File: config.mk
export PLATFORM = sky130hd
export DESIGN_NAME = imem_boot_loader
export DESIGN_NICKNAME = d
export VERILOG_FILES = /design/src/rtl/imem_boot_loader.sv
export SDC_FILE = /design/constraint.sdc
export NUM_CORES = 1
export LEC_CHECK = 0
export ABC_AREA = 1
export CAP_MARGIN = 40
export CORE_MARGIN = 2
export CORE_UTILIZATION = 58
export DETAILED_ROUTE_END_ITERATION = 6
export DONT_BUFFER_PORTS = 1
export PLACE_DENSITY = 0.84
export SYNTH_ARGS = -nofsm -noshare
export SYNTH_HDL_FRONTEND = slang
export SYNTH_SLANG_ARGS = --single-unit
File: constraint.sdc
create_clock -name clk -period 2.2 [get_ports clk]
set_input_delay 0.33 -clock clk [delete_from_list [all_inputs] [get_ports clk]]
set_output_delay 0.33 -clock clk [all_outputs]
set_load 0.02 [all_outputs]
File: src/rtl/imem_boot_loader.sv
// Boot-time instruction memory loader.
// Accepts a framed byte stream (length | data words | XOR checksum), writes
// little-endian 32-bit words to the instruction memory from word 0 upward and
// raises done once the checksum matches, or error on a length/checksum fault.
module imem_boot_loader #(
  parameter int unsigned IMEM_BITS = 19
) (
  input  logic                 clk,
  input  logic                 reset,
  input  logic [7:0]           rx_data,
  input  logic                 rx_valid,
  output logic                 rx_ready,
  output logic                 wr_en,
  output logic [IMEM_BITS-1:0] wr_addr,
  output logic [31:0]          wr_data,
  output logic                 busy,
  output logic                 done,
  output logic                 error
);

  // Capacity in words, widened to 33 bits so a full 32-bit length compares safely.
  localparam logic [32:0] IMEM_SIZE = 33'(1) << IMEM_BITS;

  typedef enum logic [2:0] {
    HDR  = 3'd0,
    DATA = 3'd1,
    CHK  = 3'd2,
    DONE = 3'd3,
    ERR  = 3'd4
  } state_t;

  state_t               state, state_nx;
  logic [1:0]           byte_idx, byte_idx_nx;
  logic [7:0]           acc, acc_nx;
  logic [31:0]          shift_buf, shift_buf_nx;
  logic [IMEM_BITS-1:0] last_idx, last_idx_nx;

  logic                 rx_ready_nx;
  logic                 wr_en_nx;
  logic [IMEM_BITS-1:0] wr_addr_nx;
  logic [31:0]          wr_data_nx;
  logic                 busy_nx;
  logic                 done_nx;
  logic                 error_nx;

  logic                 xfer;
  logic [31:0]          assembled;
  logic                 active_nx;

  // State and registered outputs; synchronous active-low reset wins over any transfer.
  always_ff @(posedge clk) begin
    if (!reset) begin
      state     <= HDR;
      byte_idx  <= 2'd0;
      acc       <= 8'd0;
      shift_buf <= 32'd0;
      last_idx  <= '0;
      rx_ready  <= 1'b0;
      wr_en     <= 1'b0;
      wr_addr   <= '0;
      wr_data   <= 32'd0;
      busy      <= 1'b0;
      done      <= 1'b0;
      error     <= 1'b0;
    end else begin
      state     <= state_nx;
      byte_idx  <= byte_idx_nx;
      acc       <= acc_nx;
      shift_buf <= shift_buf_nx;
      last_idx  <= last_idx_nx;
      rx_ready  <= rx_ready_nx;
      wr_en     <= wr_en_nx;
      wr_addr   <= wr_addr_nx;
      wr_data   <= wr_data_nx;
      busy      <= busy_nx;
      done      <= done_nx;
      error     <= error_nx;
    end
  end

  // Next-state and next-output logic for the frame parser.
  always_comb begin
    state_nx     = state;
    byte_idx_nx  = byte_idx;
    acc_nx       = acc;
    shift_buf_nx = shift_buf;
    last_idx_nx  = last_idx;
    wr_en_nx     = 1'b0;
    wr_addr_nx   = wr_addr;
    wr_data_nx   = wr_data;

    xfer      = rx_valid && rx_ready;
    assembled = {rx_data, shift_buf[31:8]};

    // Step the word address once a strobe has gone out, but never past the last word.
    if (wr_en && (wr_addr != last_idx)) begin
      wr_addr_nx = wr_addr + IMEM_BITS'(1);
    end

    case (state)
      HDR: begin
        if (xfer) begin
          acc_nx       = acc ^ rx_data;
          shift_buf_nx = assembled;
          byte_idx_nx  = byte_idx + 2'd1;
          if (byte_idx == 2'd3) begin
            if ({1'b0, assembled} > IMEM_SIZE) begin
              state_nx = ERR;
            end else if (assembled == 32'd0) begin
              state_nx = CHK;
            end else begin
              last_idx_nx = IMEM_BITS'(assembled - 32'd1);
              state_nx    = DATA;
            end
          end
        end
      end

      DATA: begin
        if (xfer) begin
          acc_nx       = acc ^ rx_data;
          shift_buf_nx = assembled;
          byte_idx_nx  = byte_idx + 2'd1;
          if (byte_idx == 2'd3) begin
            wr_en_nx   = 1'b1;
            wr_data_nx = assembled;
            if (wr_addr == last_idx) begin
              state_nx = CHK;
            end
          end
        end
      end

      CHK: begin
        if (xfer) begin
          state_nx = (rx_data == acc) ? DONE : ERR;
        end
      end

      DONE: state_nx = DONE;

      ERR: state_nx = ERR;

      default: state_nx = ERR;
    endcase

    active_nx   = (state_nx == HDR) || (state_nx == DATA) || (state_nx == CHK);
    rx_ready_nx = active_nx;
    busy_nx     = active_nx;
    done_nx     = (state_nx == DONE);
    error_nx    = (state_nx == ERR);
  end

endmodule

* Word-level counts from Yosys, hierarchy flattened
Cells that the tools add are included.
** Operators by class
- Add/subtract/negate cells :: 3
- $lt $le $gt $ge :: 1
- Equal/unequal tests :: 11
- Mux-type cells :: 11
- Bitwise logic cells :: 3
- Reductions and logical operators :: 12
** Operators by type and width (count)
- $gt 32x20->1 const B :: 1
- $logic_not 32->1 :: 1
- $mux 3 :: 8
- $add 19x1->19 const B :: 1
- $eq 19x19->1 :: 1
- $ne 19x19->1 :: 1
- $sub 19x1->19 const B :: 1
- $eq 3x2->1 const B :: 4
- $pmux 3 s4 :: 1
- $eq 8x8->1 :: 1
- $xor 8x8->8 :: 1
- $eq 3x1->1 const B :: 2
- $logic_not 3->1 :: 2
- $reduce_and 3->1 :: 2
- $reduce_and 5->1 :: 1
- $eq 3x3->1 const B :: 1
- $add 2x1->2 const B :: 1
- $eq 2x2->1 const B :: 1
- $logic_and 1x1->1 :: 2
- $logic_or 1x1->1 :: 2
- $mux 2 :: 1
- $not 1->1 :: 2
- $reduce_and 2->1 :: 1
- $reduce_or 2->1 :: 1
- $mux 1 :: 1
** Word-level totals
- Bits in registers :: 119
- Bits of input ports :: 11
- Output and inout bits :: 56
- Logic and storage cells :: 52

* Longest topological paths before layout
Gate-level depths: netlist (run 1).
- Depth after elaboration :: 9
- Mapped depth :: 14
- Gate-level depth less buffers :: 12

* Worst setup path after synthesis (run 1)
No wires, ideal clock.
- Path type :: register to register
- Start point :: register shift_buf[8]
- End point :: register last_idx[0]
- Setup time :: 0.113 ns
- Arrival time :: 1.615 ns
- Required time :: 2.087 ns
- Path slack :: 0.471 ns
- Cell stages (with the launch flop) :: 13
- Path buffers :: 1
- Period minus slack after synthesis :: 1.729 ns
- Cells stage by stage :: dfxtp_1 > inv_1 > ha_1 > nand2_2 > nor2_4 > nand2_4 > nor2_4 > nor2_2 > nor2_8 > inv_4 > buf_6 > nor2_2 > nor2_1
** On the way
- Cells in the longest elaborated chain, start to end :: 3
- Elaborated cells on any way between the ends :: 6
- Those cells by class :: add/sub (1); order compare (1); bitwise (2); reduce/logical (2)
** Ends and longest elaborated chain
- start, declared :: line 35 : logic [31:0] shift_buf, shift_buf_nx;
- start signal, assigned :: line 69 : shift_buf <= shift_buf_nx;
- $gt 32x20->1 or $logic_not 32->1 (tied branches) :: line 107, 109
- $not 1->1 (no line)
- $reduce_and 5->1 (no line)
- end signal, assigned :: line 70 : last_idx <= last_idx_nx;
- end, declared :: line 36 : logic [IMEM_BITS-1:0] last_idx, last_idx_nx;
Parallel ways exist; a longest one is shown, timed or not.
A chain may end at the register's enable or synchronous reset.

* Worst setup path after layout (run 1)
- Start point :: register shift_buf[8]
- End point :: register last_idx[11]
Same word-level chain as after synthesis.

==> impl_metrics.toml, run 1 <==
[outcome]
status = "finished, final reports clean"

[setup_path]
cp_cell_sequence = "inv_1 > ha_1 > nand2_2 > nor2_4 > nand2_4 > nor2_4 > nor2_2 > nor2_8 > inv_4 > nor2_1 > nor2_1"
worst-path-max-fanout = 13
crit_family = "simple AND/OR/NAND/NOR gates"
critPathRequiredTime_ns = 2.48
cp_slowest_cell = "dfxtp_1"
arrival_ns = 2.24
start_kind = "register"
end_kind = "register"
crit_buf_inv = 2
worstSetupPathType = "reg -> reg"
max_stage_delay_ns = 0.32

[floorplanning]
fp.dieH_um = 99.3
core_um2 = 8760
dieWidth_um = 99.3
start_util_pct = 60.1
io_pins = 67
rows = 34
dieArea_um2 = 9850

[logic_synthesis]
yosysSeqAreaShare_pct = 42.2
netlist_instances = 740
syn-cell-area_um2 = 5260
syn_avg_cell_area_um2 = 7.11
syn-num-nets = 754
synth_edf_count = 0
synth-main-ff-cell = "dfxtp_1"
synthArstFlopShare_pct = 0
synth_cell_types = 31
yosysWarnings = 0
synth_seq_cells = 111

[flow_run]
cap_violations = 0

[global_route]
grt_pass1_wl_um = 20300
use_met3_pct = 5.20
met2_usage_pct = 42.2
antenna_found_initial = 0
use_met1_pct = 32.0
top_usage_layer = "met2"
grt_max_degree = 89
overflow = 0
grt_usage_pct = 25.1
grt_pass1_vias = 4408

[route]
wl_per_cell_um = 14.4
via_per_inst = 5.49
vias = 4670
first_pass_iters = 5
wl_um = 12300
postRouteAntennaNets = 0
drc = 0
drtIter0Drc = 333

[cts]
clk_pin_slew_ns = 0.13
ctsHoldBuffers = 0
h-tree-depth = 3
cts_setup_buffers = 0
numCtsBuffers = 9
root_buffer = "clkbuf_8"
clkLatencyLatePin_ns = 0.39
tritoncts = "built"
cts_sinks = 111
cts.repair.resized = 0
clock_path_buffers = 2

[layout]
drive_above_1_share_pct = 8.49
layout.nets = 751
syn_to_final_growth_pct = 6.47
diodes = 0
design_area_um2 = 5600
nFillCells = 772
final_cell_mix = "147 x nand2_1, 111 x dfxtp_1, 90 x nor2_1"
mostFrequentLayoutCell = "nand2_1"

[sta]
maxSlewHeadroom_pct = 47.7
fin_skew_ns = 0.0210
hold_viol_final = 0
setup-violations-final = 0
rsz0062_at_grt = "false"
tns_ns = 0
period_share_pct = 89.2
clock.fmax_ghz = 0.510
layout_min_cycle_time_ns = 1.96
tightest_slew_ns = 0.783
drv_slew = 0

[hold_path]
holdCritPathClass = "in -> reg"

[place]
gp_congestion = 0.930
hpwl_um = 8820
port_buffers = 0
placed_cell_area_um2 = 5390

[power]
sw_frac_of_total_pct = 28.7
p_seq_share_pct = 57.0
p_leak_uw = 0.00238
pwr-share-clk_pct = 33.7
combinationalPowerShare_pct = 9.2
powerDensity_nw_per_um2 = 657
power_switching_uw = 1060
intPower_uw = 2620
ir_drop_mv = 0.502
per-stage QoR:
stage	hold WS [ns]	power [µW]	worst slack, ns	cells	util, %
floorplan	0.449	2420	0.471	740	-
global placement	0.465	2460	0.279	833	61.5
detailed placement	0.467	2480	0.195	833	61.5
CTS	0.0575	3690	0.161	849	63.8
global route	0.0679	3810	0.0170	850	63.9
finish	0.0690	3680	0.238	850	63.9
metal layers:
metal	part of all wire [%]	wire (µm)
met5	0	0
met4	2.0	244
met3	6.8	831
met2	47	5780
met1	44	5400
final timing paths:
check | from | depth (start not counted) | slack [ns] | endpoint
min | reset | 2 | 0.07 | wr_data[25]$_SDFFE_PN0P_
max | shift_buf[8]$_SDFFE_PN0P_ | 11 | 0.24 | last_idx[11]$_SDFFE_PN0P_
max reg2reg | shift_buf[8]$_SDFFE_PN0P_ | 11 | 0.24 | last_idx[11]$_SDFFE_PN0P_
min reg2reg | last_idx[2]$_SDFFE_PN0P_ | 2 | 0.48 | last_idx[2]$_SDFFE_PN0P_
synth_stat cells, drive strengths merged (6+ instances only):
cell type  number  area (µm²)
a21oi          85         448
o21ai          77         385
xor2           32         280
nand2         152         588
nand3          42         210
xnor2          11        96.3
nor2          103         443
nand4           6        37.5
buf            12        91.3
inv            71         269
dfxtp         111        2220
clkbuf         24        92.6
power by group through the flow:
stage / sequential (µW) / combinational (µW) / clock, µW
2_1_floorplan: 2130 / 288 / 0
6_report: 2100 / 340 / 1240
4_1_cts: 2100 / 337 / 1260
3_5_place_dp: 2140 / 334 / 0
3_3_place_gp: 2140 / 325 / 0
5_1_grt: 2110 / 381 / 1320
cell type report:
type / instances / area [µm²] / share of cell area [%]
clock buffers: 9 / 124 / 2.21
clock inverters: 7 / 83.8 / 1.50
inverters: 72 / 273 / 4.87
multi-input cells: 522 / 2600 / 46.3
flip-flops and latches: 111 / 2220 / 39.7
well taps: 108 / 135 / 2.41
repair buffers: 21 / 170 / 3.04
registers in the layout (all words and copies together), names as in the netlist:
name / flops
acc: 8
busy: 1
byte_idx: 2
done: 1
error: 1
last_idx: 19
shift_buf: 24
state: 3
wr_addr: 19
wr_data: 32
wr_en: 1
logic make-up (layout without fill, tap and decap cells):
group | Yosys count | count (layout) | synth area share [%]
compound gates | 165 | 165 | 16.2
xor+xnor | 43 | 43 | 7.15
flops | 111 | 111 | 42.2
simple gates | 310 | 311 | 25.0
fa+ha+maj | 3 | 3 | 0.713
buf+inv | 108 | 109 | 8.68
Power figures use the tool's default switching activity.
==> run 2, diff against run 1 <==
--- a/config.mk
+++ b/config.mk
@@ -8,10 +8,9 @@
 export ABC_AREA = 1
 export CAP_MARGIN = 40
 export CORE_MARGIN = 2
-export CORE_UTILIZATION = 58
+export CORE_UTILIZATION = 55
 export DETAILED_ROUTE_END_ITERATION = 6
-export DONT_BUFFER_PORTS = 1
-export PLACE_DENSITY = 0.84
+export PLACE_DENSITY = 0.89
 export SYNTH_ARGS = -nofsm -noshare
 export SYNTH_HDL_FRONTEND = slang
 export SYNTH_SLANG_ARGS = --single-unit
==> impl_metrics.toml, run 2 (synthesis gave the netlist of run 1 again) <==
[outcome]
status = "finished, final reports clean"

[layout]
layout.nets = 810
top_register = "wr_data"
largest_register_ffs = 32
syn_to_final_growth_pct = 18.2
final_cell_mix = "147 x nand2_1, 111 x dfxtp_1, 90 x nor2_1"
design_area_um2 = 6220
drive_above_1_share_pct = 7.12
finalNonFillerCells = 930
fin_util_pct = 67.0
diodes = 0
reg_top3 = "wr_data x32, shift_buf x24"
mostFrequentLayoutCell = "nand2_1"

[floorplanning]
dieArea_um2 = 10400
core_um2 = 9280
fp.dieH_um = 102
rows = 35
dieWidth_um = 102
start_util_pct = 56.7
io_pins = 67

[route]
drc = 0
drtIter0Drc = 246
vias = 5050
first_pass_iters = 5
wl_per_cell_um = 14.2
postRouteAntennaNets = 0
wl_um = 13200
via_per_inst = 5.43

[setup_path]
end_kind = "register"
reg2reg_slack_ns = 0.13
crit_buf_inv = 2
cp_slowest_cell = "dfxtp_1"
start_kind = "register"
worstSetupPathType = "reg -> reg"
cp_cell_sequence = "inv_1 > ha_1 > nand2_2 > nor2_4 > nand2_4 > nor2_4 > nor2_2 > nor2_8 > inv_4 > nor2_1 > nor2_1"
arrival_ns = 2.33
max_stage_delay_ns = 0.34
worst-path-max-fanout = 14
critPathRequiredTime_ns = 2.47
crit_family = "simple AND/OR/NAND/NOR gates"

[flow_run]
cap_violations = 0

[power]
p_leak_uw = 0.00258
powerDensity_nw_per_um2 = 595
ir_drop_mv = 0.481

[cts]
cts.repair.resized = 0
numCtsBuffers = 9
root_buffer = "clkbuf_8"
tritoncts = "built"
h-tree-depth = 3
clock_path_buffers = 2
clk_pin_slew_ns = 0.12
cts_sinks = 111
clkLatencyLatePin_ns = 0.38

[sta]
tightest_slew_ns = 0.802
hold_viol_final = 0
maxSlewHeadroom_pct = 46.5
setup-violations-final = 0
fin_ws_ns = 0.135
fin_skew_ns = 0.0127
rsz0062_at_grt = "false"
clock.fmax_ghz = 0.484
tns_ns = 0
drv_slew = 0
layout_min_cycle_time_ns = 2.07
period_share_pct = 93.9

[place]
gp_congestion = 0.885
hpwl_um = 9450
placed_cell_area_um2 = 6000
port_buffers = 66
dp_slack_ns = -0.133
dp.cells = 911

[global_route]
grt_pass1_wl_um = 21800
grt_pass1_vias = 4819
grt_usage_pct = 26.0
antenna_found_initial = 0
overflow = 0
grt_max_degree = 56

[hold_path]
holdCritPathClass = "in -> reg"
run 2: changes by cell type in the layout (fill, tap and decap cells not counted):
cell,before,now
clkdlybuf4s50_1,0,65
buf_4,20,14
buf_2,0,1
clkinv_2,0,1
clkinv_4,1,0
clkinv_8,3,2
inv_8,0,1
nor2_4,3,2
run 2: repair_timing:
action,in CTS,in global routing
hold buffers,0,0
buffers inserted,0,3
setup endpoints to repair,0,2
hold endpoints to repair,0,0
run 2: area by class of cell:
cell class | instances | area [µm²]
Timing Repair Buffer | 81 | 781
Multi-Input combinational cell | 521 | 2580
Inverter | 72 | 273
Sequential cell | 111 | 2220
Tap cell | 129 | 161
Fill cell | 794 | 3060
Clock inverter | 7 | 75.1
Clock buffer | 9 | 124
run 2: where the power goes:
group / switching [µW] / internal [µW]
sequential: 44.8 / 2050
clock: 761 / 450
combinational: 258 / 133
total: 1060 / 2640
run 2: per-stage QoR:
| step | hold slack, ns | power, µW |
|---|---|---|
| after floorplan | 0.449 | 2420 |
| after detailed placement | 0.466 | 2530 |
| after global routing | 0.423 | 3850 |
| after CTS | 0.381 | 3720 |
| after global placement | 0.468 | 2510 |
| final | 0.404 | 3700 |
run 2: worst reg2reg max path, cell delays in order, from the launching register on:
cell and delay (ns):
dfxtp_1 0.34, inv_1 0.13, ha_1 0.25, nand2_2 0.11, nor2_4 0.22, nand2_4 0.10
nor2_4 0.12, nor2_2 0.07, nor2_8 0.22, inv_4 0.14, nor2_1 0.19, nor2_1 0.08
run 2: routing by layer:
metal	wire, µm	up-vias	global-route usage [%]
met3	726	38	5.06
met5	0	-	0
li1	-	2477	-
met4	359	0	10.4
met1	5750	2337	31.9
met2	6410	198	44.9
run 2: worst paths after layout:
check	end	startpoint	cells past startpoint
setup / recovery	last_idx[15]$_SDFFE_PN0P_	shift_buf[9]$_SDFFE_PN0P_	11
hold / removal	wr_data[26]$_SDFFE_PN0P_	reset	3
setup reg to reg	last_idx[15]$_SDFFE_PN0P_	shift_buf[9]$_SDFFE_PN0P_	11
hold reg to reg	last_idx[10]$_SDFFE_PN0P_	last_idx[10]$_SDFFE_PN0P_	2
